<file path="src/rtl/store_buffer.sv">
// Write-posting store buffer in front of single-port data_memory.
// Queues pipeline stores, drains them when loads leave the port free, forwards youngest match to loads.
module store_buffer #(
   parameter int DEPTH = 4,
   parameter int AW    = 16,
   parameter int DW    = 16,
   localparam int PW   = $clog2(DEPTH),
   localparam int CW   = PW + 1
) (
   input  logic          clk,
   input  logic          rst,
   input  logic          st_valid,
   input  logic [AW-1:0] st_addr,
   input  logic [DW-1:0] st_data,
   output logic          st_ready,
   input  logic          ld_valid,
   input  logic [AW-1:0] ld_addr,
   output logic          ld_ready,
   output logic [DW-1:0] ld_data,
   output logic [AW-1:0] mem_addr,
   output logic [DW-1:0] mem_wdata,
   output logic          mem_we,
   input  logic [DW-1:0] mem_rdata,
   output logic          empty,
   output logic [CW-1:0] count
);

   typedef struct packed {
      logic [AW-1:0] addr;
      logic [DW-1:0] data;
   } sb_entry_t;

   typedef enum logic [1:0] {
      M_IDLE,
      M_LOAD,
      M_DRAIN
   } port_mode_e;

   sb_entry_t [DEPTH-1:0] ent_q;
   logic [PW-1:0]         head_q;
   logic [PW-1:0]         tail_q;
   logic [CW-1:0]         count_q;

   port_mode_e            mode;
   logic                  full;
   logic                  push;
   logic                  pop;

   logic [DEPTH-1:0]      hit;
   logic [PW-1:0]         sel_idx;
   logic                  fwd_hit;
   logic [DW-1:0]         fwd_data;

   assign full     = (count_q == CW'(DEPTH));
   assign st_ready = !full;
   assign empty    = (count_q == '0);
   assign count    = count_q;
   assign push     = st_valid && !full;
   assign pop      = (mode == M_DRAIN);

   // A full buffer always wins the port so stores can never deadlock behind loads.
   always_comb begin
      mode = M_IDLE;
      if (full)
         mode = M_DRAIN;
      else if (ld_valid)
         mode = M_LOAD;
      else if (!empty)
         mode = M_DRAIN;
   end

   always_comb begin
      mem_addr  = ld_addr;
      mem_wdata = '0;
      mem_we    = 1'b0;
      ld_ready  = !full;
      if (mode == M_DRAIN) begin
         mem_addr  = ent_q[head_q].addr;
         mem_wdata = ent_q[head_q].data;
         mem_we    = 1'b1;
      end
   end

   // Per-entry match: an entry is live when its distance from head is below count.
   for (genvar i = 0; i < DEPTH; i++) begin : g_match
      logic [PW-1:0] age;
      assign age    = PW'(i) - head_q;
      assign hit[i] = ({1'b0, age} < count_q) && (ent_q[i].addr == ld_addr);
   end

   // Walk oldest to youngest so the last hit seen is the youngest store.
   always_comb begin
      fwd_hit  = 1'b0;
      fwd_data = '0;
      sel_idx  = '0;
      for (int k = 0; k < DEPTH; k++) begin
         sel_idx = head_q + PW'(k);
         if (hit[sel_idx]) begin
            fwd_hit  = 1'b1;
            fwd_data = ent_q[sel_idx].data;
         end
      end
   end

   assign ld_data = fwd_hit ? fwd_data : mem_rdata;

   always_ff @(posedge clk) begin
      if (rst) begin
         head_q  <= '0;
         tail_q  <= '0;
         count_q <= '0;
      end else begin
         if (push)
            tail_q <= tail_q + 1'b1;
         if (pop)
            head_q <= head_q + 1'b1;
         case ({push, pop})
            2'b10:   count_q <= count_q + 1'b1;
            2'b01:   count_q <= count_q - 1'b1;
            default: count_q <= count_q;
         endcase
      end
   end

   // Entry payload needs no reset; liveness comes from head/count alone.
   always_ff @(posedge clk) begin
      if (push && !rst)
         ent_q[tail_q] <= '{addr: st_addr, data: st_data};
   end

endmodule

</file>
<file path="config.mk">
export PLATFORM = sky130hd
export DESIGN_NAME = store_buffer
export DESIGN_NICKNAME = d
export VERILOG_FILES = /design/src/rtl/store_buffer.sv
export SDC_FILE = /design/constraint.sdc
export NUM_CORES = 1
export LEC_CHECK = 0
export CAP_MARGIN = 20
export CORE_ASPECT_RATIO = 0.5
export CORE_MARGIN = 3
export CORE_UTILIZATION = 40
export DETAILED_ROUTE_END_ITERATION = 10
export GPL_ROUTABILITY_DRIVEN = 0
export HOLD_SLACK_MARGIN = 0.03
export SETUP_SLACK_MARGIN = 0.5
export SYNTH_ARGS = -nofsm -noshare
export SYNTH_HDL_FRONTEND = slang
export SYNTH_SLANG_ARGS = --single-unit
</file>
<file path="constraint.sdc">
create_clock -name clk -period 3.9 [get_ports clk]
set_input_delay 0.585 -clock clk [delete_from_list [all_inputs] [get_ports clk]]
set_output_delay 0.585 -clock clk [all_outputs]
set_load 0.02 [all_outputs]
</file>
# Word-level counts from Yosys, hierarchy flattened
# Index checks and enable logic that the tools add are counted.
[totals]
reg_bits = 135
latchBits = 0
output_inout_bits = 55
rom_bits = 0
memories = 0
ramBits = 0
inputBits = 68
word_cells = 85
[classes]
multipliers = 0
bitwise_logic = 0
n_mux = 35
n_reduce_logical = 11
magnitude_cmp = 10
eq_ne = 8
addsub = 10
div_mod_pow = 0
shift = 0
[ops]
columns = ["cell", "n"]
rows = [
  ["32-bit binary-select mux with 2-bit select", 4],
  ["16-bit two-way mux", 10],
  ["128-bit bitwise mux", 1],
  ["32-bit demux with 2-bit select", 1],
  ["16-bit == test", 4],
  ["32-bit two-way mux", 2],
  ["2-bit by 3-bit less-than comparator with 1-bit output (second input constant)", 5],
  ["2-bit by 3-bit less-than comparator with 1-bit output", 4],
  ["1-bit two-way mux", 9],
  ["1-bit binary-select mux with 2-bit select", 4],
  ["1-bit logical AND", 7],
  ["2-bit two-way mux", 3],
  ["3-bit one-hot mux with 2 select lines", 1],
  ["2-bit by 1-bit adder with 2-bit output (second input constant)", 2],
  ["2-bit adder (second input constant)", 2],
  ["2-bit == test (second input constant)", 2],
  ["1-bit by 2-bit subtractor with 2-bit output (first input constant)", 2],
  ["2-bit subtractor (first input constant)", 2],
  ["3-bit by 1-bit adder with 3-bit output (second input constant)", 1],
  ["3-bit == test (second input constant)", 1],
  ["3-bit logical NOT", 1],
  ["3-bit by 1-bit subtractor with 3-bit output (second input constant)", 1],
  ["2-bit by 1-bit == test with 1-bit output (second input constant)", 1],
  ["2-bit by 1-bit greater-or-equal comparator with 1-bit output (second input constant)", 1],
  ["other kinds (2)", 3],
]

# Logic depth before layout (Yosys ltp)
# Gate-level depths: netlist of run 1.
[logic_depth]
depth_word = 10
depth_mapped = 16
ltp_nobuf = 10

# Least setup slack after synthesis of run 1
# No wires, ideal clock.
[synth_timing]
path_kind = "flip-flop to output port"
startpoint = "reg head_q[1]"
endpoint = "out ld_data[10]"
arrival_ns = 3.744
required_time_ns = 3.315
slack_ns = -0.429
path_stages_with_launch = 17
path_cell_list = "dfxtp_1 > clkbuf_1 > clkbuf_1 > buf_2 > clkbuf_1 > xnor2_1 > inv_1 > ha_1 > a21oi_1 > o211ai_1 > or2_1 > mux4_2 > buf_6 > buf_8 > o22ai_2 > a31oi_1 > o21ai_1"
[synth_between]
elab_chain_len = 10
word_cells_on_any_way = 40
[synth_lines]
columns = ["element", "line", "source"]
rows = [
  ["start: declaration", "40", "logic [PW-1:0] head_q;"],
  ["start signal: assignment", "116", "head_q <= head_q + 1'b1;"],
  ["1-bit by 2-bit subtractor with 2-bit output or 2-bit subtractor (tied branches)", "87", "assign age = PW'(i) - head_q;"],
  ["2-bit by 3-bit less-than comparator with 1-bit output", "88", "assign hit[i] = ({1'b0, age} < count_q) && (ent_q[i].addr == ld_addr);"],
  ["1-bit logical AND", "88", ""],
  ["1-bit binary-select mux with 2-bit select", "98", "if (hit[sel_idx]) begin"],
  ["1-bit two-way mux (implied by the code)", "98", ""],
  ["16-bit two-way mux or 1-bit two-way mux (tied branches) (4 in a row)", "98", ""],
  ["16-bit two-way mux *", "105", "assign ld_data = fwd_hit ? fwd_data : mem_rdata;"],
  ["end: declaration", "19", "output logic [DW-1:0] ld_data,"],
]
# Every way passes the cells marked *; elsewhere a longest branch is shown, timed or not. The select of a mux whose other input is x is not followed.

# Worst setup path after layout of run 1
[layout_timing]
startpoint = "in ld_addr[10]"
endpoint = "out ld_data[10]"
[layout_between]
elab_chain_len = 9
word_cells_on_any_way = 25
[layout_lines]
columns = ["element", "line", "source"]
rows = [
  ["start: declaration", "17", "input logic [AW-1:0] ld_addr,"],
  ["16-bit == test", "88", ""],
  ["1-bit logical AND", "88", ""],
  ["1-bit binary-select mux with 2-bit select", "98", ""],
  ["1-bit two-way mux (implied by the code)", "98", ""],
  ["16-bit two-way mux or 1-bit two-way mux (tied branches) (4 in a row)", "98", ""],
  ["16-bit two-way mux *", "105", ""],
]
# Marked as above.

==> results of run 1 <==
==> cell usage in the layout (no fill, tap or decap), drive strengths merged, types with 3 or more instances in the layout <==
master,instances
edfxtp,128
clkdlybuf4s50,91
nand2,90
buf,90
nor2,80
xor2,50
mux2i,49
inv,31
mux2,30
o21ai,23
a21oi,22
clkbuf,22
xnor2,20
mux4,18
a31oi,16
a311oi,15
o22ai,15
nor4,13
nor3,10
ha,9
dlygate4sd2,8
dfxtp,7
nand4,6
and2,6
nand3,4
clkinv,4
a211oi,3
clkinvlp,3
==> per-stage QoR <==
step	power [µW]	util (%)	instances	TNS, ns
6_report	6430	57.3	1144	0
5_1_grt	6760	57.3	1144	-0.721
4_1_cts	6390	56.4	1138	0
3_5_place_dp	4690	51.8	1090	-9.70
3_3_place_gp	4660	51.8	1090	-8.90
2_1_floorplan	3610	-	713	0
==> final timing paths <==
| check | to | slack, ns | depth (start not counted) |
|---|---|---|---|
| max | ld_data[10] | 0.08 | 12 |
| min | tail_q[1]$_SDFFE_PP0P_ | 0.51 | 2 |
| max reg2reg | count[2]$_SDFFE_PP0P_ | 1.18 | 9 |
| min reg2reg | tail_q[1]$_SDFFE_PP0P_ | 0.51 | 2 |
==> state kept, by name (all words and copies together), names as in the netlist <==
signal	cells
ent_q	128
count	3
head_q	2
tail_q	2
==> cell families (layout without fill, tap and decap cells) <==
kind of cell | after synthesis | count (layout)
muxes | 97 | 97
xor gates and xnor gates | 70 | 70
buffers and inverters | 80 | 252
and+or+nand+nor | 217 | 217
adders and majority gates | 10 | 10
DFF | 135 | 135
AOI/OAI and AO/OA | 104 | 104
==> metal layers <==
metal,track usage [%],up-vias
met5,0,-
met4,5.32,0
met3,4.44,23
met2,33.6,197
met1,28.1,3041
li1,-,2922
==> power groups by stage <==
stage / Sequential, µW / Clock, µW / Combinational (µW)
after floorplan: 1800 / 0 / 1810
after global placement: 1810 / 0 / 2850
after detailed placement: 1810 / 0 / 2880
after CTS: 1780 / 1580 / 3030
after global routing: 1800 / 1640 / 3330
final: 1790 / 1550 / 3090
==> worst reg2reg max path, cell delays in order (launching register included) <==
cell and delay (ns):
dfxtp_1 0.51, nor3_1 0.12, nand2b_2 0.39, inv_4 0.34, ha_1 0.25, inv_1 0.06, fa_1 0.37, xor2_1 0.16
or3_1 0.31, a21oi_1 0.15
==> what timing repair did <==
| item | in CTS | in global routing |
|---|---|---|
| resized for setup | 142 | 34 |
| pin swaps | 23 | 9 |
| buffers inserted | 13 | 5 |
| setup endpoints to repair | 31 | 43 |
| hold buffers | 0 | 0 |
| cloned | 3 | 1 |
==> layout make-up <==
type / instances / area (µm²) / area share [%]
clock buffer: 17 / 425 / 3.91
inverter: 24 / 92.6 / 0.850
multi-input combinational: 498 / 3910 / 35.9
sequential: 135 / 3990 / 36.7
clock inverter: 15 / 139 / 1.28
tap: 259 / 324 / 2.98
timing repair buffer: 196 / 2000 / 18.4
==> qor.yml, run 1 <==
worst_setup_path:
  slowest_delay_ns: 0.62
  worstPathBufferInverterCount: 5
  r2r-start: "count[0]$_SDFFE_PP0P_"
  path_class: "input pin to output pin"
  path_max_fanout: 6
  crit_chain: "clkdlybuf4s50_1 -> xor2_1 -> nor4_2 -> nand2_1 -> or2_1 -> mux4_2 -> buf_12 -> nand4_4 -> buf_12 -> buf_12 -> o21ai_2 -> buf_6"
  path_delay_family: "buffers and inverters"
  cp_slowest_cell: "mux4_2"
  worstPathRequired_ns: 3.31
  arrival_ns: 3.24
  cp-start-kind: "input pin"
  crit_top_cell: "buf_12"
  cp-startpoint: "ld_addr[10]"
  end_kind: "output pin"
routing:
  wl_met3_um: 1230
  met1_length_um: 10200
  drt_iter0_drc: 387
  maxUsedRoutingLayer: "met4"
  postRouteAntennaNets: 0
  drc: 0
  routedWlPerCell_um: 19.7
  first_pass_iters: 5
  dr_total_vias: 6183
  wl_met2_um: 10800
  totalWireLength_um: 22500
  via_per_inst: 5.40
clock_network:
  clk_pin_slew_ns: 0.06
  cts_root_buf: "clkbuf_16"
  cts_sinks: 135
  clock_path_buffers: 2
  cts_made_buffers: 17
  htree_levels: 4
  insertion_delay_ns: 0.41
  cts_tree: "done"
floorplanning:
  core_area_um2: 19000
  num_rows: 35
  initial_core_util_pct: 42.1
  io_pins: 123
  die_w_um: 206
  die-area_um2: 21800
  die-height_um: 106
global_routing:
  antenna_found_initial: 0
  grt_max_degree: 81
  grt_pass1_wl_um: 34500
  gr-total-overflow: 0
  grt.total_usage_pct: 20.6
  grt_pass1_vias: 6186
synthesis:
  async_flop_share_pct: 0
  synth_xor_area_share_pct: 7.66
  syn_area_per_cell_um2: 11.2
  synth.top_cells.by_area: "edfxtp_1 (48%), mux2i_1 (6.1%), xor2_1 (5.5%)"
  ys_seq_area_share_pct: 49.8
  synth-adder-area-share_pct: 1.66
  synth_warnings: 0
  netlist_area_um2: 8000
  synth_top_cell_area_share_pct: 48.1
  synthTopCellsByCount: "edfxtp_1 (128), nand2_1 (90), nor2_1 (80)"
  synthMuxAreaShare_pct: 15.4
  ys_ff_latch: 135
  synth_top_area_cell: "edfxtp_1"
  synth-compound-area-share_pct: 9.04
  synth-edff-count: 128
  synth_top_family_by_area: "multiplexers"
  netlist_instances: 713
  synth_cell_type_count: 48
  syn-num-nets: 791
  ys.flop_type: "edfxtp_1"
  yosys.area_share.simple_pct: 11.7
  synth_most_common_cell: "edfxtp_1"
timing:
  worstMarginPinSlew_ns: 0.679
  rsz0062_at_grt: "yes"
  clock_skew_ns: 0.0115
  slew_headroom_pct: 54.8
  setup_viol_count_final: 0
  final.period_utilization_pct: 98.0
  fmax_mhz: 262
  holdWs_ns: 0.508
  finalMaxSlewViolations: 0
  finalHoldViolations: 0
  min_period_ns: 3.82
  layout_setup_ws_ns: 0.0771
final_layout:
  drive_above_1_share_pct: 27.5
  fillers: 1624
  final_area_um2: 10900
  area_growth_pct: 36.1
  nets: 950
  num_antenna_cells: 0
placed_design:
  port_buffers: 122
  placed_area_um2: 9850
  pre_cts_ws_ns: -0.635
  dp_hpwl_um: 14700
run_status:
  status: "complete, no violations"
power_and_ir_drop:
  irDropWorstVdd_mv: 0.347
  seq_power_share_pct: 27.8
  p_comb_share_pct: 48.0
  swShare_pct: 38.3
  leakage_uw: 0.00395
  intPower_uw: 3970
  powerDensity_nw_per_um2: 591
  clkPwrFrac_pct: 24.1
  netSwitchingPower_uw: 2470
worst_hold_path:
  hold_path.class: "flop to flop"
  holdCritStartpoint: "tail_q[1]$_SDFFE_PP0P_"
run:
  max_cap_violations: 0
Power figures use the tool's default switching activity.
==> run 2, diff against run 1 <==
--- a/config.mk
+++ b/config.mk
@@ -10,7 +10,7 @@
 export CORE_MARGIN = 3
 export CORE_UTILIZATION = 40
 export DETAILED_ROUTE_END_ITERATION = 10
-export GPL_ROUTABILITY_DRIVEN = 0
+export GPL_TIMING_DRIVEN = 0
 export HOLD_SLACK_MARGIN = 0.03
 export SETUP_SLACK_MARGIN = 0.5
 export SYNTH_ARGS = -nofsm -noshare
==> constraint.sdc (replaced) <==
create_clock -name clk -period 3.4 [get_ports clk]
set_input_delay 0.51 -clock clk [delete_from_list [all_inputs] [get_ports clk]]
set_output_delay 0.51 -clock clk [all_outputs]
set_load 0.02 [all_outputs]
==> run 2 against run 1 <==
  * The flow now finishes with violations (setup timing)
  * First-iteration DRC count is 35% higher
  * Total power is 21% higher
  * Count of clock-buffer cells in the layout stayed put
  * Routed wire length grew 11%
  * Combinational power increased by 25%
  * Flip-flop and latch count is the same
  * Global-route usage is 2.2 points higher
  * Via count increased by 3.0%
  * Sequential power up 14%
  * Die area is the same
  * Clock skew decreased by 0.0052 ns
  * Largest cell class is now multi-input gates
==> qor.yml, run 2 (synthesized netlist as in run 1, its figures left out) <==
run_status:
  status: "complete, but fails checks"
  failed_checks: "setup timing"
worst_setup_path:
  crit_chain: "buf_8 -> clkbuf_16 -> buf_12 -> clkbuf_16 -> xnor2_4 -> inv_2 -> ha_4 -> a21oi_2 -> o211ai_1 -> buf_4 -> nor3_2 -> o21ai_2 -> buf_4 -> nor2_1 -> a311oi_2 -> o21ai_4 -> buf_6"
  arrival_ns: 3.62  # +0.38 ns
  cp-start-kind: "flop"
  path_max_fanout: 10  # +4
  worstPathRequired_ns: 2.89  # -0.42 ns
  end_kind: "output pin"
  path_delay_family: "buffers and inverters"
  path_class: "flop to output pin"
  cp_slowest_cell: "dfxtp_4"
  worstPathBufferInverterCount: 8  # +3
  ff2ff_setup_slack_ns: 0.74  # -0.44 ns
  slowest_delay_ns: 0.34  # -0.28 ns
timing:
  fmax_mhz: 242
  clock_skew_ns: 0.00635  # -0.00516 ns
  slew_headroom_pct: 53.6  # -1.2 points
  finalMaxSlewViolations: 0  # unchanged
  fin_tns_setup_ns: -10.80  # -10.80 ns
  setup_viol_count_final: 16  # +16
  min_period_ns: 4.13
  finalHoldViolations: 0  # unchanged
  rsz0062_at_grt: "yes"
  worstMarginPinSlew_ns: 0.696  # +0.0174 ns
  holdWs_ns: 0.438  # -0.0695 ns
  layout_setup_ws_ns: -0.729  # -0.806 ns
  final.period_utilization_pct: 121
final_layout:
  nets: 945  # -0.53%
  area_growth_pct: 38.4
  num_antenna_cells: 0  # unchanged
  final_cell_mix: "edfxtp_1 (128), nand2_1 (90), nor2_1 (78), clkdlybuf4s50_1 (56), xor2_1 (50)"
  final_area_um2: 11100  # +1.6%
  drive_above_1_share_pct: 28.7  # +1.3 points
  largest_register_ffs: 128  # unchanged
  largest_register: "ent_q"
  final_common_cell: "edfxtp_1"
clock_network:
  cts_sinks: 135  # unchanged
  clock_path_buffers: 2  # unchanged
  cts_root_buf: "clkbuf_16"
  insertion_delay_ns: 0.42  # about the same
  clk_pin_slew_ns: 0.06  # about the same
  htree_levels: 4  # unchanged
  cts_made_buffers: 17  # unchanged
  cts_tree: "done"
placed_design:
  gp_congestion: 0.864
  dp_hpwl_um: 16500  # +12%
  port_buffers: 105  # -14%
  pre_cts_ws_ns: -1.37  # -0.732 ns
  placed_area_um2: 9590  # -2.6%
power_and_ir_drop:
  powerDensity_nw_per_um2: 701  # +19%
  p_total_uw: 7760  # +21%
  irDropWorstVdd_mv: 0.484  # +39%
  leakage_uw: 0.00407  # +3.2%
routing:
  totalWireLength_um: 25000  # +11%
  dr_total_vias: 6370  # +3.0%
  postRouteAntennaNets: 0  # unchanged
  drt_iter0_drc: 522  # +35%
  via_per_inst: 5.59  # +3.5%
  first_pass_iters: 5  # unchanged
  routedWlPerCell_um: 21.9  # +11%
  drc: 0  # unchanged
floorplanning:
  die-area_um2: 21800  # unchanged
  die_w_um: 206  # unchanged
  io_pins: 123  # unchanged
  die-height_um: 106  # unchanged
  initial_core_util_pct: 42.1  # unchanged
  num_rows: 35  # unchanged
  core_area_um2: 19000  # unchanged
global_routing:
  grt_pass1_wl_um: 37200  # +7.6%
  grt_pass1_vias: 6377  # +3.1%
  antenna_found_initial: 0  # unchanged
  grt_max_degree: 25  # -69%
  grt.total_usage_pct: 22.8  # +2.2 points
  gr-total-overflow: 0  # unchanged
run:
  max_cap_violations: 0  # unchanged
worst_hold_path:
  hold_path.class: "input pin to flop"
## run 2: per-stage QoR
stage	cells	utilization, %
finish	1139	58.2
global route	1139	58.2
CTS	1134	56.4
detailed placement	1081	50.5
global placement	1077	50.0
floorplan	713	-
## run 2: timing repair
action | 4_1_cts | 5_1_grt
buffers inserted | 18 | 4
gates cloned | 3 | 1
gates resized for setup | 222 | 60
setup endpoints to repair | 50 | 32
pin swaps | 13 | 15
hold buffers | 0 | 0
## run 2: worst paths after layout
kind / from / end / depth (start not counted)
worst max-delay path: head_q[1]$_SDFFE_PP0N_ / ld_data[12] / 17
worst min-delay path: rst / tail_q[0]$_SDFFE_PP0P_ / 2
worst max register to register: count[0]$_SDFFE_PP0P_ / count[2]$_SDFFE_PP0P_ / 11
worst min register to register: tail_q[1]$_SDFFE_PP0P_ / tail_q[1]$_SDFFE_PP0P_ / 2
## run 2: final cells by class
type | instances | area (µm²)
inverter | 24 | 92.6
sequential | 135 | 3990
timing repair buffer | 135 | 1420
tap | 259 | 324
clock inverter | 15 | 168
fill | 1586 | 7940
multi-input combinational | 498 | 4060
buffer | 56 | 584
clock buffer | 17 | 425
## run 2: power breakdown
part / internal, µW / switching, µW / total, µW
Sequential: 1950 / 80.8 / 2040
Clock: 1100 / 778 / 1880
Combinational: 1620 / 2230 / 3850
## run 2: metal layers
metal / vias to the layer above / track usage, % / part of all wire [%] / wire length [µm]
li1: 2915 / - / - / -
met1: 3101 / 31.5 / 44 / 11100
met2: 301 / 36.3 / 46 / 11400
met3: 53 / 4.07 / 7.7 / 1920
met4: 0 / 8.18 / 2.3 / 578
met5: - / 0 / 0 / 0
